### src/rtl/sc_lanebank_pkg.sv
// Shared encodings and helpers for the multi-lane traffic register bank.
// FSM states, rotation directions and the lane bit-offset helper.
package sc_lanebank_pkg;

  typedef enum logic [1:0] {
    ST_STOPPED = 2'b00,
    ST_RUNNING = 2'b01,
    ST_HOLD    = 2'b10
  } lane_state_t;

  localparam logic DIR_LEFT  = 1'b0;
  localparam logic DIR_RIGHT = 1'b1;

  // LSB position of a lane inside a lane-concatenated bus.
  function automatic int lane_lsb(input int lane, input int width);
    return lane * width;
  endfunction

endpackage

### src/rtl/sc_lane_ticker.sv
// Per-lane period counter: raises shift for one cycle every 'period' running cycles.
// shift is combinational from the count; the count itself is registered.
module sc_lane_ticker #(
  parameter int PERIOD_WIDTH = 8
) (
  input  logic                    clk,
  input  logic                    rst_n,
  input  logic                    run,
  input  logic                    zero,
  input  logic [PERIOD_WIDTH-1:0] period,
  output logic                    shift
);

  logic [PERIOD_WIDTH-1:0] count;
  logic                    due;

  // >= rather than == so a period lowered below the current count fires next cycle.
  assign due   = (period != '0) && (count >= period - PERIOD_WIDTH'(1));
  assign shift = run && !zero && due;

  always_ff @(posedge clk or negedge rst_n) begin
    if (!rst_n) begin
      count <= '0;
    end else if (zero || (run && ((period == '0) || due))) begin
      count <= '0;
    end else if (run) begin
      count <= count + PERIOD_WIDTH'(1);
    end
  end

endmodule

### src/rtl/sc_reg_lane_bank.sv
// LANES rotating lane patterns with init/transition/load priority mux and run/hold/stop FSM.
// All outputs registered (one-cycle latency). SC_REGLANEBANK_NOWRAP_EN selects logical shifts plus empty flags.
module sc_reg_lane_bank
  import sc_lanebank_pkg::*;
#(
  parameter int                          DATAWIDTH    = 8,
  parameter int                          LANES        = 4,
  parameter int                          LANE_IDX_W   = 2,
  parameter int                          PERIOD_WIDTH = 8,
  parameter int                          HOLD_CYCLES  = 16,
  parameter logic [LANES*DATAWIDTH-1:0]  INIT_PATTERN = '0
) (
  input  logic                            SC_RegLANEBANK_CLOCK_50,
  input  logic                            SC_RegLANEBANK_RESET_InLow,
  input  logic                            SC_RegLANEBANK_clear_InLow,
  input  logic                            SC_RegLANEBANK_collision_InLow,
  input  logic                            SC_RegLANEBANK_nest_reached_InLow,
  input  logic                            SC_RegLANEBANK_frog_reset_InLow,
  input  logic                            SC_RegLANEBANK_enable_In,
  input  logic                            SC_RegLANEBANK_transition_In,
  input  logic [LANES*DATAWIDTH-1:0]      SC_RegLANEBANK_transitionDATA_InBUS,
  input  logic                            SC_RegLANEBANK_load_InLow,
  input  logic [LANE_IDX_W-1:0]           SC_RegLANEBANK_loadlane_In,
  input  logic [DATAWIDTH-1:0]            SC_RegLANEBANK_loaddata_InBUS,
  input  logic [LANES-1:0]                SC_RegLANEBANK_dir_InBUS,
  input  logic [LANES*PERIOD_WIDTH-1:0]   SC_RegLANEBANK_period_InBUS,
`ifdef SC_REGLANEBANK_NOWRAP_EN
  output logic [LANES-1:0]                SC_RegLANEBANK_empty_OutBUS,
`endif
  output logic [LANES*DATAWIDTH-1:0]      SC_RegLANEBANK_data_OutBUS,
  output logic [LANES-1:0]                SC_RegLANEBANK_shifted_OutBUS,
  output logic [1:0]                      SC_RegLANEBANK_state_OutBUS
);

  localparam int HOLD_W = (HOLD_CYCLES > 1) ? $clog2(HOLD_CYCLES) : 1;

  logic              clk, rst_n;
  logic              clear_evt, frog_evt, transition, enable, load_ok, run;
  lane_state_t       state, state_nxt;
  logic [HOLD_W-1:0] hold_cnt, hold_nxt;

  assign clk        = SC_RegLANEBANK_CLOCK_50;
  assign rst_n      = SC_RegLANEBANK_RESET_InLow;
  assign clear_evt  = ~SC_RegLANEBANK_clear_InLow | ~SC_RegLANEBANK_collision_InLow |
                      ~SC_RegLANEBANK_nest_reached_InLow;
  assign frog_evt   = ~SC_RegLANEBANK_frog_reset_InLow;
  assign transition = SC_RegLANEBANK_transition_In;
  assign enable     = SC_RegLANEBANK_enable_In;
  assign load_ok    = ~SC_RegLANEBANK_load_InLow && (32'(SC_RegLANEBANK_loadlane_In) < LANES);
  assign run        = (state == ST_RUNNING);

  always_comb begin
    state_nxt = state;
    hold_nxt  = hold_cnt;
    if (clear_evt) begin
      state_nxt = ST_HOLD;
      hold_nxt  = HOLD_W'(HOLD_CYCLES - 1);
    end else if (frog_evt) begin
      state_nxt = enable ? ST_RUNNING : ST_STOPPED;
    end else begin
      case (state)
        ST_STOPPED: if (enable) state_nxt = ST_RUNNING;
        ST_RUNNING: if (!enable) state_nxt = ST_STOPPED;
        ST_HOLD: begin
          if (hold_cnt == '0) state_nxt = enable ? ST_RUNNING : ST_STOPPED;
          else                hold_nxt  = hold_cnt - HOLD_W'(1);
        end
        default: state_nxt = ST_STOPPED;
      endcase
    end
  end

  always_ff @(posedge clk or negedge rst_n) begin
    if (!rst_n) begin
      state    <= ST_STOPPED;
      hold_cnt <= '0;
    end else begin
      state    <= state_nxt;
      hold_cnt <= hold_nxt;
    end
  end

  assign SC_RegLANEBANK_state_OutBUS = state;

  for (genvar i = 0; i < LANES; i++) begin : g_lane
    localparam int LSB = lane_lsb(i, DATAWIDTH);

    logic [DATAWIDTH-1:0] lane_q, moved;
    logic                 load_hit, zero, shift, shifted_q;

    assign load_hit = load_ok && (32'(SC_RegLANEBANK_loadlane_In) == i);
    assign zero     = clear_evt | frog_evt | transition | load_hit;

`ifdef SC_REGLANEBANK_NOWRAP_EN
    assign moved = (SC_RegLANEBANK_dir_InBUS[i] == DIR_LEFT) ? (lane_q << 1) : (lane_q >> 1);
    assign SC_RegLANEBANK_empty_OutBUS[i] = (lane_q == '0);
`else
    assign moved = (SC_RegLANEBANK_dir_InBUS[i] == DIR_LEFT) ?
                   ((lane_q << 1) | (lane_q >> (DATAWIDTH - 1))) :
                   ((lane_q >> 1) | (lane_q << (DATAWIDTH - 1)));
`endif

    sc_lane_ticker #(.PERIOD_WIDTH(PERIOD_WIDTH)) u_ticker (
      .clk    (clk),
      .rst_n  (rst_n),
      .run    (run),
      .zero   (zero),
      .period (SC_RegLANEBANK_period_InBUS[i*PERIOD_WIDTH +: PERIOD_WIDTH]),
      .shift  (shift)
    );

    always_ff @(posedge clk or negedge rst_n) begin
      if (!rst_n) begin
        lane_q    <= INIT_PATTERN[LSB +: DATAWIDTH];
        shifted_q <= 1'b0;
      end else begin
        shifted_q <= shift;
        if (clear_evt || frog_evt)  lane_q <= INIT_PATTERN[LSB +: DATAWIDTH];
        else if (transition)        lane_q <= SC_RegLANEBANK_transitionDATA_InBUS[LSB +: DATAWIDTH];
        else if (load_hit)          lane_q <= SC_RegLANEBANK_loaddata_InBUS;
        else if (shift)             lane_q <= moved;
      end
    end

    assign SC_RegLANEBANK_data_OutBUS[LSB +: DATAWIDTH] = lane_q;
    assign SC_RegLANEBANK_shifted_OutBUS[i]             = shifted_q;
  end

endmodule

### config.mk
export PLATFORM = sky130hd
export DESIGN_NAME = sc_reg_lane_bank
export DESIGN_NICKNAME = d
export VERILOG_FILES = /design/src/rtl/sc_lanebank_pkg.sv /design/src/rtl/sc_lane_ticker.sv /design/src/rtl/sc_reg_lane_bank.sv
export SDC_FILE = /design/constraint.sdc
export NUM_CORES = 1
export LEC_CHECK = 0
export BUFFER_PORTS_ARGS = -buffer_cell sky130_fd_sc_hd__buf_2
export CAP_MARGIN = 5
export CORE_ASPECT_RATIO = 1.4
export CORE_MARGIN = 10
export CORE_UTILIZATION = 53
export CTS_CLUSTER_SIZE = 16
export DETAILED_ROUTE_END_ITERATION = 10
export PLACE_DENSITY_LB_ADDON = 0.05
export REMOVE_ABC_BUFFERS = 1
export SLEW_MARGIN = 20
export SYNTH_ARGS = -nofsm -noshare
export SYNTH_HDL_FRONTEND = slang
export SYNTH_SLANG_ARGS = --single-unit
### constraint.sdc
create_clock -name SC_RegLANEBANK_CLOCK_50 -period 5.3 [get_ports SC_RegLANEBANK_CLOCK_50]
set_input_delay 1.06 -clock SC_RegLANEBANK_CLOCK_50 [delete_from_list [all_inputs] [get_ports SC_RegLANEBANK_CLOCK_50]]
set_output_delay 1.06 -clock SC_RegLANEBANK_CLOCK_50 [all_outputs]
set_load 0.02 [all_outputs]
* Word level (Yosys, flattened, before mapping)
Cells that the tools add are included.
** Operators by class
- Add/subtract/negate cells :: 9
- Eq/ne operators :: 9
- Shift operators :: 0
- Reduce and logical (&&, ||, !) cells :: 56
- Multiply operators :: 0
- Bitwise logic cells :: 21
- Magnitude comparators :: 4
- Div/mod/pow operators :: 0
- Multiplexer cells :: 39
** Operator list (number)
- two-way mux 8 bit :: 28
- adder 8 x 1 -> 8 bit (second input constant) :: 4
- greater-or-equal comparator 8 bit :: 4
- logical NOT 8 bit :: 4
- bitwise OR 7 x 8 -> 8 bit :: 4
- bitwise OR 8 x 1 -> 8 bit :: 4
- nonzero test 8 bit :: 4
- subtractor 8 x 1 -> 8 bit (second input constant) :: 4
- logical AND 1 bit :: 20
- two-way mux 4 bit :: 4
- nonzero test 4 bit :: 4
- != test 4 bit (second input constant) :: 3
- nonzero test 2 bit :: 6
- two-way mux 2 bit :: 5
- logical OR 1 bit :: 9
- bitwise OR 1 bit :: 8
- equality test 2 bit (second input constant) :: 3
- case mux 2 bit (3 select lines) :: 1
- AND reduction 3 bit :: 2
- NOT 1 bit :: 5
- equality test 2 x 1 -> 1 bit (second input constant) :: 2
- logical NOT 1 bit :: 4
- logical NOT 2 bit :: 2
- logical NOT 4 bit :: 1
- 3 further kinds :: 3
** Word-level totals
- ROM bits :: 0
- Register bits :: 74
- Latch bits :: 0
- Memories :: 0
- Output and inout bits :: 38
- Memory bits (writable) :: 0
- Logic and storage cells :: 152

* Depth between registers and ports, before layout
- Word-level depth :: 13
- Depth in mapped cells :: 11

* Hierarchy
From an unflattened synthesis, not the netlist that was laid out.
** Second synthesis, totals
- Cells, all modules :: 585
- Area total of the unflattened synthesis :: 5661.7 um^2
** By module, submodules not included
- sc_lane_ticker :: area each 750.7 um^2, seq. area each 200.2 um^2, times used 4, cells each 84
- sc_reg_lane_bank :: area each 2658.8 um^2, seq. area each 1051.0 um^2, times used 1, cells each 249

* Worst setup path before layout
OpenSTA, ideal clock, no wires.
- Kind :: input-to-reg
- Start :: input SC_RegLANEBANK_period_InBUS[24]
- End :: register g_lane[3].lane_q[0]
- Slack :: 1.688 ns
- Library setup time :: 0.125 ns
- Path buffers :: 0
- Required time :: 5.175 ns
- Stages on the path :: 10
- Arrival time :: 3.487 ns
- Cell sequence :: nor3_1 > or3b_2 > nor3_1 > xnor2_1 > ha_1 > nand2_1 > nor2_1 > a41oi_1 > o311ai_4 > mux2_2
** On the way
- Word-level cells in the longest chain between the ends :: 5
- Elaborated cells between the ends (all ways) :: 6
** RTL lines
- start: declaration :: line sc_reg_lane_bank.sv:26 : input logic [LANES*PERIOD_WIDTH-1:0] SC_RegLANEBANK_period_InBUS,
- subtractor 8 x 1 -> 8 bit :: line sc_lane_ticker.sv:18 : assign due = (period != '0) && (count >= period - PERIOD_WIDTH'(1));
- greater-or-equal comparator 8 bit :: line sc_lane_ticker.sv:18
- logical AND 1 bit * :: line sc_lane_ticker.sv:18
- logical AND 1 bit * :: line sc_lane_ticker.sv:19 : assign shift = run && !zero && due;
- nonzero test 4 bit (no source line) *
- end signal: assignment :: line sc_reg_lane_bank.sv:114 : lane_q <= INIT_PATTERN[LSB +: DATAWIDTH];
- end signal: assignment :: line sc_reg_lane_bank.sv:118 : if (clear_evt || frog_evt) lane_q <= INIT_PATTERN[LSB +: DATAWIDTH];
- end signal: assignment :: line sc_reg_lane_bank.sv:119 : else if (transition) lane_q <= SC_RegLANEBANK_transitionDATA_InBUS[LSB +: DATAWIDTH];
- end: declaration :: line sc_reg_lane_bank.sv:88 : logic [DATAWIDTH-1:0] lane_q, moved;
Mark *: on every way between the ends. The rest lies on a longest branch, timed or not.
A chain may end at the register's enable or synchronous reset.

* Final worst setup path
- Start :: input SC_RegLANEBANK_period_InBUS[24]
- End :: register g_lane[3].lane_q[5]
Same word-level chain as after synthesis.

==> impl_metrics.json <==
{
  "r2r_setup_slack_ps": 2530,
  "grt_pass1_wl_um": 24800,
  "cap_violations": 0,
  "max_freq_mhz": 272,
  "post_cts_resized": 0,
  "period_minus_slack_ps": 3680,
  "whs_path_depth": 2,
  "dieArea_um2": 15400,
  "path_class": "primary input to flip-flop",
  "async_flop_share_pct": 100,
  "worstSetupPathDepth": 11,
  "status": "finished, final reports clean",
  "cts_tree": "yes",
  "slew_headroom_pct": 26.5,
  "placed_area_um2": 6390,
  "min_from": "hold_cnt[3]$_DFFE_PN0P_",
  "path_buf_inv": 1,
  "layout_common_cells": "buf_2 (123), nand2_1 (88), dfrtp_1 (74)",
  "final_cell_area_um2": 6710,
  "root_buffer": "clkbuf_16",
  "whs_ps": 541,
  "layout_commonest_cell": "buf_2",
  "drcViolationCount": 0,
  "worstSetupStartpoint": "SC_RegLANEBANK_period_InBUS[24]",
  "synth_seq_cells": 74,
  "worst_pin_slew_ps": 1100,
  "pwr-share-comb_pct": 13.1,
  "dp_hpwl_um": 11400,
  "drtIter0Drc": 146,
  "required_ps": 5520,
  "holdCritPathClass": "flip-flop to flip-flop",
  "timing.rr.start": "SC_RegLANEBANK_state_OutBUS[0]$_DFFE_PN0P_",
  "clkSinkCount": 74,
  "routed_wl_um": 15100,
  "synthCells": 661,
  "viasPerCell": 5.71,
  "end_kind": "flip-flop",
  "fp.dieH_um": 143,
  "synth_cell_type_count": 48,
  "ys.flop_type": "dfrtp_1",
  "grt_usage_pct": 19.4,
  "setup_viol": 0,
  "cpPeakStageDelay_ps": 540,
  "synth_area_um2": 5730,
  "cts_made_buffers": 9,
  "fin_nets": 893,
  "routabilityCongestion": 0.861,
  "synth_area_per_cell_um2": 8.67,
  "p_sw_uw": 348,
  "skew_ps": 7.04,
  "io_buffers": 124,
  "path_clk_slew_ps": 60,
  "start_kind": "primary input",
  "grt_max_degree": 75,
  "cts_buffer_depth": 2,
  "pre_cts_slack_ps": 1270,
  "cpMostUsedCell": "nor3_1",
  "fp.dieW_um": 108,
  "drive_gt1_share_pct": 24.8,
  "finalPower_mw": 1.38,
  "fin_cells": 908,
  "critical_path.top_delay_family": "simple AND/OR/NAND/NOR gates",
  "ctsHtreeMaxLevel": 3,
  "r2r-end": "g_lane[1].lane_q[1]$_DFFE_PN0P_",
  "tns_ps": 0,
  "slew_violations": 0,
  "yosys_warnings": 0,
  "grt_pass1_vias": 5210,
  "num_rows": 44,
  "overflow": 0,
  "swShare_pct": 25.2,
  "cp_cell_sequence": "buf_2 > nor3_1 > or3b_2 > nor3_1 > xnor2_1 > ha_1 > nand2_1 > nor2_1 > a41oi_1 > o311ai_4 > mux2_2",
  "endpoint": "g_lane[3].lane_q[5]$_DFFE_PN0P_",
  "fin_crit_sh_pct": 69.4,
  "crit_arrival_ps": 3900,
  "vias": 5185,
  "wl_per_cell_um": 16.6,
  "io_pins": 125,
  "num_antenna_cells": 0,
  "seqPwrFrac_pct": 41.6,
  "grt_antenna_before_repair": 0,
  "area_growth_syn_to_layout_pct": 17.1,
  "clock_latency_ps": 340,
  "rsz0062_at_grt": "false",
  "core_region_area_um2": 10500,
  "finalHoldViolations": 0,
  "critical_path.slowest_cell": "o311ai_4",
  "power.internal_mw": 1.03,
  "clkPwrFrac_pct": 45.3,
  "worst_slack_ps": 1620,
  "reg2regPathDepth": 4,
  "cp_max_fo": 8,
  "dr.pass1.iters": 4,
  "synth_edf_count": 0,
  "powerDensity_nw_per_um2": 206,
  "ir_drop_v": 0.000161,
  "seq_area_frac_synth_pct": 32.3,
  "holdBufCountCts": 0,
  "ant_nets": 0,
  "start_util_pct": 54.8,
  "power.leakage_nw": 3.21,
  "cts_setup_buffers": 0,
  "dp.cells": 892,
  "final_util_pct": 64.1
}
-- power by group through the flow --
| stage | logic [mW] | clock network [mW] | registers, mW |
|---|---|---|---|
| 6_report | 0.181 | 0.626 | 0.574 |
| 5_1_grt | 0.204 | 0.657 | 0.575 |
| 4_1_cts | 0.182 | 0.634 | 0.574 |
| 3_5_place_dp | 0.181 | 0 | 0.584 |
| 3_3_place_gp | 0.177 | 0 | 0.584 |
| 2_1_floorplan | 0.0835 | 0 | 0.587 |
-- sequential cells by signal (all words and copies together) (netlist names) --
name,count
SC_RegLANEBANK_state_OutBUS,2
g_lane.lane_q,32
g_lane.shifted_q,4
g_lane.u_ticker.count,32
hold_cnt,4
-- cell type report --
type	count	area, um2
repair buffers	127	646
clock buffers	14	264
clock inverters	2	35.0
fillers	925	3750
flip-flops and latches	74	1850
inverters	21	78.8
multi-input cells	532	3660
well taps	138	173
-- worst register-to-register path: stages (launching register included) --
cell and delay [ps]:
dfrtp_1 380, nor2b_1 870, nand2_2 360, o311ai_4 640, mux2_2 410
-- Yosys cell counts, types with 3 or more instances --
library cell	number	area (um2)
buf_2	9	45.0
nand3_1	21	105
a211oi_1	4	30.0
nor2_1	48	180
mux2_2	31	349
nor3b_1	3	22.5
dfrtp_1	74	1850
nand2b_1	5	31.3
buf_1	7	26.3
clkbuf_1	13	48.8
buf_4	5	37.5
a41oi_1	3	26.3
ha_1	41	513
xnor2_1	19	166
xor2_1	8	70.1
nand2_1	88	330
or3b_2	4	35.0
o21ai_0	39	195
a211o_1	32	280
or3_1	4	25.0
nor2b_1	6	37.5
nor3_1	35	175
mux2i_1	32	320
or2_2	5	31.3
a21oi_1	64	320
nor4_1	6	37.5
and3_1	9	56.3
inv_1	21	78.8
nand4_1	3	18.8
-- cells by family after synthesis --
logic type / share of synthesized area, %
buffers and inverters: 4.13
AOI/OAI and AO/OA: 17.5
xor gates and xnor gates: 4.13
DFF: 32.3
adders and majority gates: 8.95
and+or+nand+nor: 21.1
muxes: 11.9
-- worst min-delay path by stage --
stage / to / slack (ps)
after CTS: hold_cnt[3]$_DFFE_PN0P_ / 540
after global routing: hold_cnt[1]$_DFFE_PN0P_ / 580
after detailed placement: hold_cnt[3]$_DFFE_PN0P_ / 520
after floorplan: hold_cnt[3]$_DFFE_PN0P_ / 490
final: hold_cnt[3]$_DFFE_PN0P_ / 540
after global placement: hold_cnt[3]$_DFFE_PN0P_ / 510
-- layer usage --
metal,GRT usage [%],routed length [um],share of wire (%)
met5,0,0,0
met4,6.84,284,1.9
met3,5.41,1090,7.3
met2,32.0,7240,48
met1,23.6,6440,43
Power figures use the tool's default switching activity.
